### config.mk
export PLATFORM = sky130hd
export DESIGN_NAME = uart_cmd_responder_flat
export DESIGN_NICKNAME = d
export VERILOG_FILES = /design/src/rtl/uart_cmd_pkg.sv /design/src/rtl/uart_cmd_responder_if.sv /design/src/rtl/uart_msg_rom.sv /design/src/rtl/uart_cmd_responder.sv /design/src/flat_wrapper.sv
export SDC_FILE = /design/constraint.sdc
export NUM_CORES = 1
export LEC_CHECK = 0
export ABC_AREA = 0
export CORE_ASPECT_RATIO = 0.6
export CORE_MARGIN = 2
export CORE_UTILIZATION = 35
export DETAILED_ROUTE_END_ITERATION = 7
export SYNTH_ARGS = -nofsm -noshare
export SYNTH_HDL_FRONTEND = slang
export SYNTH_SLANG_ARGS = --single-unit
### constraint.sdc
create_clock -name sysClk -period 3.3 [get_ports sysClk]
set_clock_uncertainty 0.2 [all_clocks]
set_input_delay 0.66 -clock sysClk [delete_from_list [all_inputs] [get_ports sysClk]]
set_output_delay 0.66 -clock sysClk [all_outputs]
set_load 0.02 [all_outputs]
### src/rtl/uart_cmd_pkg.sv
// ----------------------------------------------------------------------------
// uart_cmd_pkg : states, reply lengths and ASCII constants for the responder
// Rev 1.0
// ----------------------------------------------------------------------------
`default_nettype none

package uart_cmd_pkg;

  typedef enum logic [1:0] {
    IDLE     = 2'd0,
    SEND_RET = 2'd1,
    SEND_ERR = 2'd2
  } state_t;

  localparam logic [3:0] RET_LEN = 4'd9;
  localparam logic [3:0] ERR_LEN = 4'd6;

  // Names are upper case; the values are the lower-case letters of the replies.
  localparam logic [7:0] CH_CR    = 8'h0D;
  localparam logic [7:0] CH_LF    = 8'h0A;
  localparam logic [7:0] CH_0     = 8'h30;
  localparam logic [7:0] CH_9     = 8'h39;
  localparam logic [7:0] CH_R     = 8'h72;
  localparam logic [7:0] CH_E     = 8'h65;
  localparam logic [7:0] CH_T     = 8'h74;
  localparam logic [7:0] CH_U     = 8'h75;
  localparam logic [7:0] CH_N     = 8'h6E;
  localparam logic [7:0] CH_O     = 8'h6F;
  localparam logic [7:0] CH_COLON = 8'h3A;

  function automatic logic is_digit(input logic [7:0] b);
    return (b >= CH_0) && (b <= CH_9);
  endfunction

endpackage

`default_nettype wire

### src/rtl/uart_cmd_responder_if.sv
// ----------------------------------------------------------------------------
// uart_cmd_responder_if : RX-FIFO and TX valid/ready byte streams
// Rev 1.0
// ----------------------------------------------------------------------------
`default_nettype none

interface uart_cmd_responder_if;
  logic [7:0] RxData;
  logic       RxData_valid;
  logic       RxData_ready;
  logic [7:0] TxData;
  logic       TxData_valid;
  logic       TxData_ready;

  modport slave (
    input  RxData, RxData_valid, TxData_ready,
    output RxData_ready, TxData, TxData_valid
  );

  modport master (
    output RxData, RxData_valid, TxData_ready,
    input  RxData_ready, TxData, TxData_valid
  );
endinterface

`default_nettype wire

### src/rtl/uart_msg_rom.sv
// ----------------------------------------------------------------------------
// uart_msg_rom : combinational reply text lookup by (message, index, digit)
// Rev 1.0
// ----------------------------------------------------------------------------
`default_nettype none

module uart_msg_rom
  import uart_cmd_pkg::*;
#(
  parameter logic [7:0] TERM_CHAR = 8'h0A
) (
  input  state_t     i_sel,
  input  logic [3:0] i_idx,
  input  logic [7:0] i_rx_buf,
  output logic [7:0] o_byte
);

  always_comb begin
    o_byte = 8'h00;
    case (i_sel)
      SEND_RET: begin
        case (i_idx)
          4'd0:    o_byte = CH_R;
          4'd1:    o_byte = CH_E;
          4'd2:    o_byte = CH_T;
          4'd3:    o_byte = CH_U;
          4'd4:    o_byte = CH_R;
          4'd5:    o_byte = CH_N;
          4'd6:    o_byte = CH_COLON;
          4'd7:    o_byte = i_rx_buf;
          4'd8:    o_byte = TERM_CHAR;
          default: o_byte = 8'h00;
        endcase
      end
      SEND_ERR: begin
        case (i_idx)
          4'd0:    o_byte = CH_E;
          4'd1:    o_byte = CH_R;
          4'd2:    o_byte = CH_R;
          4'd3:    o_byte = CH_O;
          4'd4:    o_byte = CH_R;
          4'd5:    o_byte = TERM_CHAR;
          default: o_byte = 8'h00;
        endcase
      end
      default: o_byte = 8'h00;
    endcase
  end

endmodule

`default_nettype wire

### src/rtl/uart_cmd_responder.sv
// ----------------------------------------------------------------------------
// uart_cmd_responder : classifies RX bytes and streams the return/error replies
// Rev 1.0
// ----------------------------------------------------------------------------
`default_nettype none

module uart_cmd_responder
    import uart_cmd_pkg::*;
#(
    parameter int         CNT_W     = 8,
    parameter logic [7:0] TERM_CHAR = 8'h0A
) (
    input  logic                 sysClk,
    input  logic                 sysRst,
    uart_cmd_responder_if.slave  bus,
    output logic [3:0]           lastDigit,
    output logic                 digitSeen,
    output logic [CNT_W-1:0]     errCount,
    output logic                 busy
);

    state_t             r_state, w_state_nxt;
    logic [3:0]         r_idx, w_idx_nxt;
    logic [7:0]         r_rx_buf, w_rx_buf_nxt;
    logic [3:0]         r_last_digit, w_last_digit_nxt;
    logic               r_digit_seen, w_digit_seen_nxt;
    logic [CNT_W-1:0]   r_err_cnt, w_err_cnt_nxt;
    logic               r_rx_ready, r_tx_valid, r_busy;
    logic [7:0]         r_tx_data;
    logic [7:0]         w_rom_byte;
    logic               w_rx_fire, w_tx_fire;
    logic [3:0]         w_last_idx;

    assign w_rx_fire  = r_rx_ready & bus.RxData_valid;
    assign w_tx_fire  = r_tx_valid & bus.TxData_ready;
    assign w_last_idx = (r_state == SEND_RET) ? (RET_LEN - 4'd1) : (ERR_LEN - 4'd1);

    always_comb begin
        w_state_nxt      = r_state;
        w_idx_nxt        = r_idx;
        w_rx_buf_nxt     = r_rx_buf;
        w_last_digit_nxt = r_last_digit;
        w_digit_seen_nxt = r_digit_seen;
        w_err_cnt_nxt    = r_err_cnt;
        case (r_state)
            IDLE: begin
                if (w_rx_fire) begin
                    w_rx_buf_nxt = bus.RxData;
                    w_idx_nxt    = 4'd0;
                    if (is_digit(bus.RxData)) begin
                        w_state_nxt      = SEND_RET;
                        w_last_digit_nxt = bus.RxData[3:0];
                        w_digit_seen_nxt = 1'b1;
                    end else if (bus.RxData != CH_CR && bus.RxData != CH_LF) begin
                        w_state_nxt = SEND_ERR;
                        if (!(&r_err_cnt)) w_err_cnt_nxt = r_err_cnt + CNT_W'(1);
                    end
                end
            end
            SEND_RET, SEND_ERR: begin
                if (w_tx_fire) begin
                    if (r_idx == w_last_idx) begin
                        w_state_nxt = IDLE;
                        w_idx_nxt   = 4'd0;
                    end else begin
                        w_idx_nxt = r_idx + 4'd1;
                    end
                end
            end
            default: w_state_nxt = IDLE;
        endcase
    end

    // Looked up from next-state values so TxData is registered yet bubble-free.
    uart_msg_rom #(.TERM_CHAR(TERM_CHAR)) u_rom (
        .i_sel    (w_state_nxt),
        .i_idx    (w_idx_nxt),
        .i_rx_buf (w_rx_buf_nxt),
        .o_byte   (w_rom_byte)
    );

    always_ff @(posedge sysClk or posedge sysRst) begin
        if (sysRst) begin
            r_state      <= IDLE;
            r_idx        <= 4'd0;
            r_rx_buf     <= 8'h00;
            r_last_digit <= 4'd0;
            r_digit_seen <= 1'b0;
            r_err_cnt    <= '0;
            r_rx_ready   <= 1'b0;
            r_tx_valid   <= 1'b0;
            r_tx_data    <= 8'h00;
            r_busy       <= 1'b0;
        end else begin
            r_state      <= w_state_nxt;
            r_idx        <= w_idx_nxt;
            r_rx_buf     <= w_rx_buf_nxt;
            r_last_digit <= w_last_digit_nxt;
            r_digit_seen <= w_digit_seen_nxt;
            r_err_cnt    <= w_err_cnt_nxt;
            r_rx_ready   <= (w_state_nxt == IDLE);
            r_tx_valid   <= (w_state_nxt != IDLE);
            r_busy       <= (w_state_nxt != IDLE);
            r_tx_data    <= w_rom_byte;
        end
    end

    assign bus.RxData_ready = r_rx_ready;
    assign bus.TxData_valid = r_tx_valid;
    assign bus.TxData       = r_tx_data;
    assign lastDigit        = r_last_digit;
    assign digitSeen        = r_digit_seen;
    assign errCount         = r_err_cnt;
    assign busy             = r_busy;

endmodule

`default_nettype wire

### src/flat_wrapper.sv
// flat-port wrapper written by rule: the top's interface ports become plain ports
module uart_cmd_responder_flat import uart_cmd_pkg::*;
#(
    parameter int         CNT_W     = 8,
    parameter logic [7:0] TERM_CHAR = 8'h0A
)
  (sysClk, sysRst, lastDigit, digitSeen, errCount, busy, bus_RxData, bus_RxData_valid, bus_TxData_ready, bus_RxData_ready, bus_TxData, bus_TxData_valid);
  uart_cmd_responder_if bus_i ();
  input  logic sysClk;
  input  logic sysRst;
  output logic [3:0] lastDigit;
  output logic digitSeen;
  output logic [CNT_W-1:0] errCount;
  output logic busy;
  input wire logic [$bits(bus_i.RxData)-1:0] bus_RxData;
  input wire logic [$bits(bus_i.RxData_valid)-1:0] bus_RxData_valid;
  input wire logic [$bits(bus_i.TxData_ready)-1:0] bus_TxData_ready;
  output wire logic [$bits(bus_i.RxData_ready)-1:0] bus_RxData_ready;
  output wire logic [$bits(bus_i.TxData)-1:0] bus_TxData;
  output wire logic [$bits(bus_i.TxData_valid)-1:0] bus_TxData_valid;
  assign bus_i.RxData = bus_RxData;
  assign bus_i.RxData_valid = bus_RxData_valid;
  assign bus_i.TxData_ready = bus_TxData_ready;
  assign bus_RxData_ready = bus_i.RxData_ready;
  assign bus_TxData = bus_i.TxData;
  assign bus_TxData_valid = bus_i.TxData_valid;
  uart_cmd_responder #(.CNT_W(CNT_W), .TERM_CHAR(TERM_CHAR)) u_core (.sysClk(sysClk), .sysRst(sysRst), .bus(bus_i), .lastDigit(lastDigit), .digitSeen(digitSeen), .errCount(errCount), .busy(busy));
endmodule
Word level (Yosys, flattened, before mapping)
Cells that the tools add are included.

Equal/unequal tests: 15. Reductions and logical operators: 12. $mul: 0. Divide/modulo/power cells: 0. Bitwise logic cells: 4. Shift operators: 0. Magnitude comparators: 2. Muxes and demuxes: 16. Add/sub/neg operators: 2.

Operators by type and width (number): case mux 8 bit (8 select lines) (1); case mux 7 bit (4 select lines) (1); == test 4 x 3 -> 1 bit, second input constant (4); 2-to-1 mux 4 bit (4); 2-to-1 mux 8 bit (2); inequality test 8 x 4 -> 1 bit, second input constant (2); case mux 8 bit (2 select lines) (1); 2-to-1 mux 2 bit (5); adder 8 x 1 -> 8 bit, second input constant (1); == test 4 x 2 -> 1 bit, second input constant (2); greater-or-equal comparator 8 x 6 -> 1 bit, second input constant (1); <= comparator 8 x 6 -> 1 bit, second input constant (1); case mux 4 bit (2 select lines) (1); AND reduction 8 bit (1); AND reduction 5 bit (1); adder 4 x 1 -> 4 bit, second input constant (1); == test 2 x 1 -> 1 bit, second input constant (2); == test 2 bit, second input constant (2); == test 4 x 1 -> 1 bit, second input constant (1); == test 4 bit (1); == test 4 bit, second input constant (1); zero test 2 bit (2); zero test 4 bit (1); case mux 2 bit (2 select lines) (1); 7 further kinds (11).

Bits in latches: 0. ROM bits: 0. Bits of input ports: 12. RAM bits: 0. Memories kept: 0. Register bits after elaboration: 37. Output and inout bits: 24.

Longest topological paths before layout
Gate-level depths: netlist (run 1).

Depth after elaboration: 10. Depth in mapped cells: 12. Gate-level depth less buffers: 12.

Hierarchy
Synthesis (run 1) repeated with hierarchy kept, for this count alone.

Cells, all modules: 185. Area, all modules: 1946.9 sq um.

By module, submodules not included: uart_cmd_responder (seq. area each 925.9 sq um, area an instance 1610.3 sq um, times used 1, cells an instance 128); uart_msg_rom (seq. area each 0.0 sq um, area an instance 336.6 sq um, times used 1, cells an instance 57).

Least setup slack after synthesis (run 1)
No wires, ideal clock.

Path type: reg-to-reg. Start: register u_core.r_state[0]. End: register u_core.r_tx_data[1], in the netlist u_core.bus.TxData[1]. Setup time: 104 ps. Buffers on the path: 0. Slack: 529 ps. Clock period less this slack: 2771 ps. Data required time: 2996 ps. Data arrival time: 2467 ps. Cell stages (with the launch flop): 12. Path through: dfrtp_1 > ha_1 > nand4bb_1 > a211oi_2 > nor2_1 > a32o_1 > nand2b_1 > ha_1 > inv_1 > nor3_4 > o211ai_1 > a221oi_1.

Word-level cells in the longest chain between the ends: 10. Elaborated cells between the ends (all ways): 32.

RTL lines: start, declared (RTL line uart_cmd_responder.sv:22) `state_t r_state, w_state_nxt;`; start signal, assigned (RTL line uart_cmd_responder.sv:95) `r_state <= w_state_nxt;`; == test 2 x 1 -> 1 bit (RTL line uart_cmd_responder.sv:36, uart_cmd_responder.sv:45); 2-to-1 mux 4 bit (RTL line uart_cmd_responder.sv:36) `assign w_last_idx = (r_state == SEND_RET) ? (RET_LEN - 4'd1) : (ERR_LEN - 4'd1);`; == test 4 bit (RTL line uart_cmd_responder.sv:62) `if (r_idx == w_last_idx) begin`; 2-to-1 mux 4 bit (RTL line uart_cmd_responder.sv:62); 2-to-1 mux 4 bit (RTL line uart_cmd_responder.sv:61) `if (w_tx_fire) begin`; case mux 4 bit (2 select lines) (RTL line uart_cmd_responder.sv:45) `case (r_state)`; == test 4 x 3 -> 1 bit (tied with other cells) (RTL line uart_msg_rom.sv:22, uart_msg_rom.sv:36); OR reduction 2 bit (no line) or OR reduction 3 bit (tied branches); case mux 8 bit (8 select lines) or case mux 7 bit (4 select lines) (tied branches) (RTL line uart_msg_rom.sv:22, uart_msg_rom.sv:36); case mux 8 bit (2 select lines) * (RTL line uart_msg_rom.sv:20) `case (i_sel)`; named net u_core.u_rom.o_byte[1] (RTL line uart_msg_rom.sv:15) `output logic [7:0] o_byte`; end signal, assigned (RTL line uart_cmd_responder.sv:104) `r_tx_data <= w_rom_byte;`; end, declared (RTL line uart_cmd_responder.sv:29) `logic [7:0] r_tx_data;`.

The timed path passes the listed nets; every way through them passes the cells marked *. A chain may end at the register's enable or synchronous reset.

Worst setup path in the final report (run 1)
Start: input bus_RxData[0]. End: register u_core.r_tx_data[5], in the netlist u_core.bus.TxData[5].

Word-level cells in the longest chain between the ends: 8. Elaborated cells between the ends (all ways): 13.

RTL lines: start, declared (RTL line flat_wrapper.sv:15) `input wire logic [$bits(bus_i.RxData)-1:0] bus_RxData;`; branches (longest 3 deep; another with greater-or-equal comparator 8 x 6 -> 1 bit); 2-to-1 mux 2 bit * (RTL line uart_cmd_responder.sv:50) `if (is_digit(bus.RxData)) begin`; 2-to-1 mux 2 bit * (RTL line uart_cmd_responder.sv:47) `if (w_rx_fire) begin`; case mux 2 bit (2 select lines) * (RTL line uart_cmd_responder.sv:45); named net u_core.u_rom.i_sel[0] (RTL line uart_msg_rom.sv:12) `input state_t i_sel,`; == test 2 bit or == test 2 x 1 -> 1 bit (tied branches) (RTL line uart_msg_rom.sv:20); case mux 8 bit (2 select lines) * (RTL line uart_msg_rom.sv:20); named net u_core.u_rom.o_byte[5] (RTL line uart_msg_rom.sv:15).

Mark *: on every way through the listed nets, which the timed path passes.

==> impl_metrics.py, run 1 <==
metrics = {
    "outcome": {
        "status": "finished, final reports clean",
    },
    "layout": {
        "drive_above_1_share": 0.211,
        "areaGrowthSynthToFinish_pct": 34.1,
        "layout_commonest_cell": "dfrtp_1",
        "n_fill_cell": 498,
        "num-nets-final": 266,
        "final_util": 0.482,
        "n_antenna_cell": 0,
        "final_cell_mix": "dfrtp_1, clkdlybuf4s50_1, nand2_1, buf_4",
        "fin_area_sq_um": 2670,
        "layout.cells.non_filler": 326,
    },
    "timing": {
        "final.min_clock_period_ns": 3.10,
        "period_share": 0.941,
        "slew_headroom": 0.476,
        "tightest_slew_ns": 0.782,
        "drv_slew": 0,
        "timing.final.hold_violations": 0,
        "fin_hold_ws_ns": 0.273,
        "max_clock_freq_ghz": 0.322,
        "setup_viol": 0,
    },
    "synthesis": {
        "synth_top_cell_area_share": 0.464,
        "yosysUniqueCellTypes": 50,
        "synth.yosys.seq_area_share": 0.464,
        "synth_edf_count": 0,
        "synth_top_area_cell": "dfrtp_1",
        "postSynthAreaPerCell_sq_um": 10.4,
        "synth-async-reset-ratio": 1.00,
        "netlist_top_cells_area": "dfrtp_1, mux2_2, ha_1, nand2_1, nor2_1",
        "syn_inst": 191,
        "syn-num-nets": 211,
        "muxShareOfSynthArea": 0.0778,
        "synthSimpleGateAreaFrac": 0.168,
        "synth_xor_area_frac": 0.0351,
        "synthAdderAreaFrac": 0.0502,
        "synth_top_family_by_area": "simple AND/OR/NAND/NOR gates",
        "ys_ff_latch": 37,
        "synth-compound-area-share": 0.165,
        "ys.flop_type": "dfrtp_1",
        "ys.warnings.count": 0,
        "post_synth_instance_area_sq_um": 1990,
    },
    "floorplan": {
        "die_y_um": 62.5,
        "boundaryPins": 36,
        "fp.dieW_um": 101,
        "start_util": 0.360,
        "rows": 21,
        "core_sq_um": 5540,
        "dieArea_sq_um": 6340,
    },
    "critical_path": {
        "crit_fanout": 4,
        "worstSetupStartpointType": "primary input",
        "crit_family": "compound AO/OA/AOI/OAI gates",
        "crit_type": "in -> reg",
        "critPathMaxStageDelay_ns": 0.54,
        "cp_slowest_cell": "clkdlybuf4s50_1",
        "r2r.worst_path.cells": 11,
        "worstPathCellList": "clkdlybuf4s50_1 -> and3b_1 -> o2111ai_2 -> nand3_1 -> a21o_1 -> nand2_1 -> a21oi_1 -> ha_1 -> inv_1 -> a2111oi_4 -> o22ai_1 -> a211oi_2",
        "cp-end-kind": "flip-flop",
        "reg2reg_to": "u_core.bus.TxData[5]$_DFF_PP0_",
        "cp.required_ns": 3.31,
        "crit_buf_inv": 2,
        "reg2reg_from": "u_core.r_state[0]$_DFF_PP0_",
        "worstPathArrival_ns": 3.12,
        "r2r_slack_ns": 0.42,
    },
    "cts": {
        "cts_tree": "done",
        "cts-root-buf": "clkbuf_8",
        "cts_buffers": 5,
        "path_clk_slew_ns": 0.07,
        "htree_levels": 2,
        "cts.sinks": 37,
        "clock_latency_ns": 0.29,
        "cts_buffer_depth": 2,
    },
    "worst_hold_path": {
        "hold_end": "u_core.digitSeen$_DFFE_PP0P_",
        "holdPathStages": 1,
        "hold_path_startpoint": "u_core.digitSeen$_DFFE_PP0P_",
        "hp-class": "reg -> reg",
    },
    "drt": {
        "num_vias": 1601,
        "viasPerCell": 4.91,
        "drt_iter0_markers": 83,
        "avgRoutedWirePerCell_um": 14.4,
        "wl_mm": 4.70,
        "ant_nets": 0,
        "drcViolationCount": 0,
        "first_pass_iters": 4,
    },
    "grt": {
        "first_global_vias": 1532,
        "grt_pass1_wl_mm": 7.86,
        "grt_max_degree": 38,
        "grt_overflow_total": 0,
        "track_usage": 0.159,
        "antenna_found_initial": 0,
    },
    "placed_design": {
        "placed_area_sq_um": 2540,
        "place_congestion": 0.835,
        "port_buffers": 35,
        "place_inst": 317,
        "place.detailed.hpwl_mm": 3.49,
    },
    "power_and_ir_drop": {
        "cellPowerDensity_nw_per_um2": 883,
        "vdd_drop_max_v": 0.000500,
        "p_leak_nw": 1.19,
    },
    "run": {
        "drv_cap": 0,
    },
}
state kept, by name, indices dropped and copies added, names as in the netlist:
name	flops
u_core.bus.RxData_ready	1
u_core.bus.TxData	8
u_core.bus.TxData_valid	1
u_core.digitSeen	1
u_core.errCount	8
u_core.lastDigit	4
u_core.r_idx	4
u_core.r_rx_buf	8
u_core.r_state	2
area by class of cell:
cell class | count | area (sq um) | area share
multi-input combinational | 135 | 1020 | 0.382
sequential | 37 | 926 | 0.346
tap | 80 | 100 | 0.0374
clock buffer | 7 | 86.3 | 0.0323
inverter | 14 | 52.6 | 0.0197
timing repair buffer | 53 | 488 | 0.182
stage by stage:
step,worst slack [ns],power [mW],TNS [ns]
finish,0.196,2.36,0
global route,-0.00607,2.56,-0.00607
CTS,0.0338,2.34,0
detailed placement,-0.206,2.01,-1.08
global placement,-0.165,2.01,-0.737
floorplan,0.529,1.50,0
where the power goes:
group | leakage (nW) | total (mW) | switching (mW) | internal, mW
registers | 0.477 | 0.736 | 0.112 | 0.623
logic | 0.672 | 1.30 | 0.707 | 0.597
clock network | 0.0443 | 0.321 | 0.155 | 0.166
worst reg2reg max path, delay by kind of cell, from the launching register on:
family          cells  cell delay, ns
compound gates      5            1.26
flops               1            0.43
fa+ha+maj           2            0.42
simple gates        3            0.39
buf+inv             1            0.11
timing repair:
item / in CTS / in global routing
gates resized for setup: 0 / 9
buffers inserted: 0 / 2
hold buffers: 0 / 0
endpoints found under the setup margin: 0 / 7
cell usage after synthesis, types with 2 or more instances:
library cell	n
o31ai_1	3
xnor2_1	5
nand4bb_1	2
a21oi_1	5
nand4_1	3
a211oi_2	2
a21o_1	2
inv_2	3
nor3_1	3
mux2i_1	2
nor2_1	14
and3_1	2
mux2_2	12
nand2b_1	2
o21ai_0	4
dfrtp_1	37
nor2b_1	2
a21boi_0	2
ha_1	8
o2111ai_1	3
o211ai_1	6
inv_1	11
o31a_1	2
buf_2	3
nand3_1	7
nand2_1	20
xor2_1	3
cell families after synthesis:
| family | Yosys count |
|---|---|
| and+or+nand+nor | 64 |
| muxes | 14 |
| buffers and inverters | 19 |
| AOI/OAI and AO/OA | 41 |
| xor gates and xnor gates | 8 |
| adders and majority gates | 8 |
| DFF | 37 |
layer usage:
metal  GRT usage  wire (um)  share of wire  vias to the layer above
met5           0          0              0                        -
met4      0.0338         47          0.010                        0
met3      0.0470        313          0.067                        6
met2       0.202       1810           0.39                       46
met1       0.258       2530           0.54                      754
li1            -          -              -                      795
worst max-delay path by stage:
stage | start | endpoint | cells after the start
global placement | bus_RxData[1] | u_core.bus.TxData[1]$_DFF_PP0_ | 12
global route | bus_RxData[0] | u_core.bus.TxData[3]$_DFF_PP0_ | 13
CTS | bus_RxData[1] | u_core.bus.TxData[1]$_DFF_PP0_ | 12
finish | bus_RxData[0] | u_core.bus.TxData[5]$_DFF_PP0_ | 12
detailed placement | bus_RxData[1] | u_core.bus.TxData[1]$_DFF_PP0_ | 12
floorplan | u_core.r_state[0]$_DFF_PP0_ | u_core.bus.TxData[1]$_DFF_PP0_ | 11
Power figures use the tool's default switching activity.
==> run 2: changes to the inputs <==
Settings changed: SKIP_CTS_REPAIR_TIMING from default to 1.
==> results of run 2 <==
Same layout as run 1: the final DEF is identical, and so are final timing and power.
==> run 3: changes to the inputs <==
Settings changed: CORE_UTILIZATION 35 to 30, CTS_CLUSTER_DIAMETER from default to 150.
==> impl_metrics.py, run 3 (synthesis results as in run 1) <==
metrics = {
    "worst_hold_path": {
        "hold_path_startpoint": "u_core.digitSeen$_DFFE_PP0P_",
        "hold_end": "u_core.digitSeen$_DFFE_PP0P_",
        "holdPathStages": 1,
        "hp-class": "reg -> reg",
    },
    "power_and_ir_drop": {
        "vdd_drop_max_v": 0.000428,
        "intPower_mw": 1.41,
        "pwr-share-seq": 0.308,
        "p_switching_uw": 988,
        "sw_frac_of_total": 0.412,
        "clock_power_share": 0.156,
        "combinationalPowerShare": 0.536,
        "p_leak_nw": 1.19,
        "cellPowerDensity_nw_per_um2": 905,
    },
    "cts": {
        "path_clk_slew_ns": 0.08,
        "cts_buffer_depth": 2,
        "cts-root-buf": "clkbuf_8",
        "cts_tree": "done",
        "cts.sinks": 37,
        "htree_levels": 2,
        "cts_buffers": 5,
        "clock_latency_ns": 0.28,
    },
    "timing": {
        "period_share": 0.956,
        "fin_hold_ws_ns": 0.278,
        "final.min_clock_period_ns": 3.15,
        "max_clock_freq_ghz": 0.317,
        "tightest_slew_ns": 0.730,
        "timing.final.hold_violations": 0,
        "rsz0062_at_grt": "false",
        "tns_ns": 0,
        "setup_viol": 0,
        "slew_headroom": 0.511,
        "drv_slew": 0,
    },
    "layout": {
        "final_cell_mix": "dfrtp_1, clkdlybuf4s50_1, nand2_1, buf_4, nor2_1",
        "num-nets-final": 263,
        "drive_above_1_share": 0.181,
        "fin_area_sq_um": 2650,
        "n_antenna_cell": 0,
        "layout_commonest_cell": "dfrtp_1",
        "areaGrowthSynthToFinish_pct": 33.0,
        "final_util": 0.423,
    },
    "drt": {
        "avgRoutedWirePerCell_um": 14.5,
        "num_vias": 1645,
        "viasPerCell": 5.03,
        "ant_nets": 0,
        "drt_iter0_markers": 88,
        "drcViolationCount": 0,
        "wl_mm": 4.73,
        "first_pass_iters": 4,
    },
    "floorplan": {
        "rows": 22,
        "core_sq_um": 6280,
        "die_y_um": 67.2,
        "fp.dieW_um": 109,
        "boundaryPins": 36,
        "dieArea_sq_um": 7340,
        "start_util": 0.318,
    },
    "critical_path": {
        "cp_slowest_cell": "clkdlybuf4s50_1",
        "r2r_slack_ns": 0.39,
        "reg2reg_from": "u_core.r_state[0]$_DFF_PP0_",
        "worstPathArrival_ns": 3.15,
        "worstPathCellList": "clkdlybuf4s50_1 -> and3b_1 -> o2111ai_1 -> nand3_1 -> nand2_1 -> a32o_1 -> nand2b_1 -> ha_1 -> inv_1 -> a2111oi_4 -> o22ai_1 -> a211oi_2",
        "crit_family": "compound AO/OA/AOI/OAI gates",
        "cp-end-kind": "flip-flop",
        "crit_type": "in -> reg",
        "critPathMaxStageDelay_ns": 0.54,
        "crit_buf_inv": 2,
        "crit_fanout": 4,
        "cp.required_ns": 3.30,
        "worstSetupStartpointType": "primary input",
        "r2r.worst_path.cells": 11,
        "reg2reg_to": "u_core.bus.TxData[5]$_DFF_PP0_",
    },
    "placed_design": {
        "placed_area_sq_um": 2530,
        "place.detailed.hpwl_mm": 3.48,
        "place_congestion": 0.842,
        "port_buffers": 35,
    },
    "grt": {
        "grt_pass1_wl_mm": 7.67,
        "grt_max_degree": 38,
        "track_usage": 0.138,
        "antenna_found_initial": 0,
        "grt_overflow_total": 0,
        "first_global_vias": 1482,
    },
    "outcome": {
        "status": "finished, final reports clean",
    },
    "run": {
        "drv_cap": 0,
    },
}
-- run 3: power by group through the flow --
stage	clock [mW]	combinational (mW)	sequential, mW
final	0.375	1.29	0.739
after global routing	0.410	1.40	0.761
after CTS	0.388	1.27	0.738
after detailed placement	0	1.26	0.745
after global placement	0	1.25	0.747
after floorplan	0	0.663	0.837
-- run 3: worst max-delay path by stage --
stage,start,endpoint,slack (ns),cells after the start
after floorplan,u_core.r_state[0]$_DFF_PP0_,u_core.bus.TxData[1]$_DFF_PP0_,0.53,11
after global placement,bus_RxData[2],u_core.bus.TxData[1]$_DFF_PP0_,-0.18,12
after detailed placement,bus_RxData[1],u_core.bus.TxData[1]$_DFF_PP0_,-0.22,12
after CTS,bus_RxData[1],u_core.bus.TxData[1]$_DFF_PP0_,0.02,12
after global routing,bus_RxData[0],u_core.bus.TxData[5]$_DFF_PP0_,0.007,12
final,bus_RxData[0],u_core.bus.TxData[5]$_DFF_PP0_,0.15,12
-- run 3: metrics by stage --
| stage | setup slack [ns] | power [mW] | instances |
|---|---|---|---|
| 2_1_floorplan | 0.529 | 1.50 | 191 |
| 3_3_place_gp | -0.180 | 1.99 | 319 |
| 3_5_place_dp | -0.216 | 2.00 | 319 |
| 4_1_cts | 0.0212 | 2.40 | 326 |
| 5_1_grt | 0.00663 | 2.57 | 327 |
| 6_report | 0.146 | 2.40 | 327 |
-- run 3: worst reg2reg max path, cell delays in order (launching register included) --
cell and delay [ns]:
dfrtp_1 0.44, ha_1 0.24, nand4bb_1 0.19, a211oi_2 0.28, nor2_1 0.10, a32o_1 0.23
nand2b_1 0.10, ha_1 0.20, inv_1 0.13, a2111oi_4 0.35, o22ai_1 0.16, a211oi_2 0.22
-- run 3: cell type report --
| class | count | area (sq um) |
|---|---|---|
| fillers | 634 | 3620 |
| multi-input cells | 135 | 997 |
| well taps | 84 | 105 |
| clock inverters | 2 | 35.0 |
| clock buffers | 5 | 68.8 |
| inverters | 14 | 52.6 |
| flip-flops and latches | 37 | 926 |
| repair buffers | 50 | 468 |
-- run 3: per-layer routing --
metal  wire length (um)  track usage
met1               2510        0.220
met2               1870        0.183
met3                345       0.0425
met4                 12       0.0190
met5                  0            0
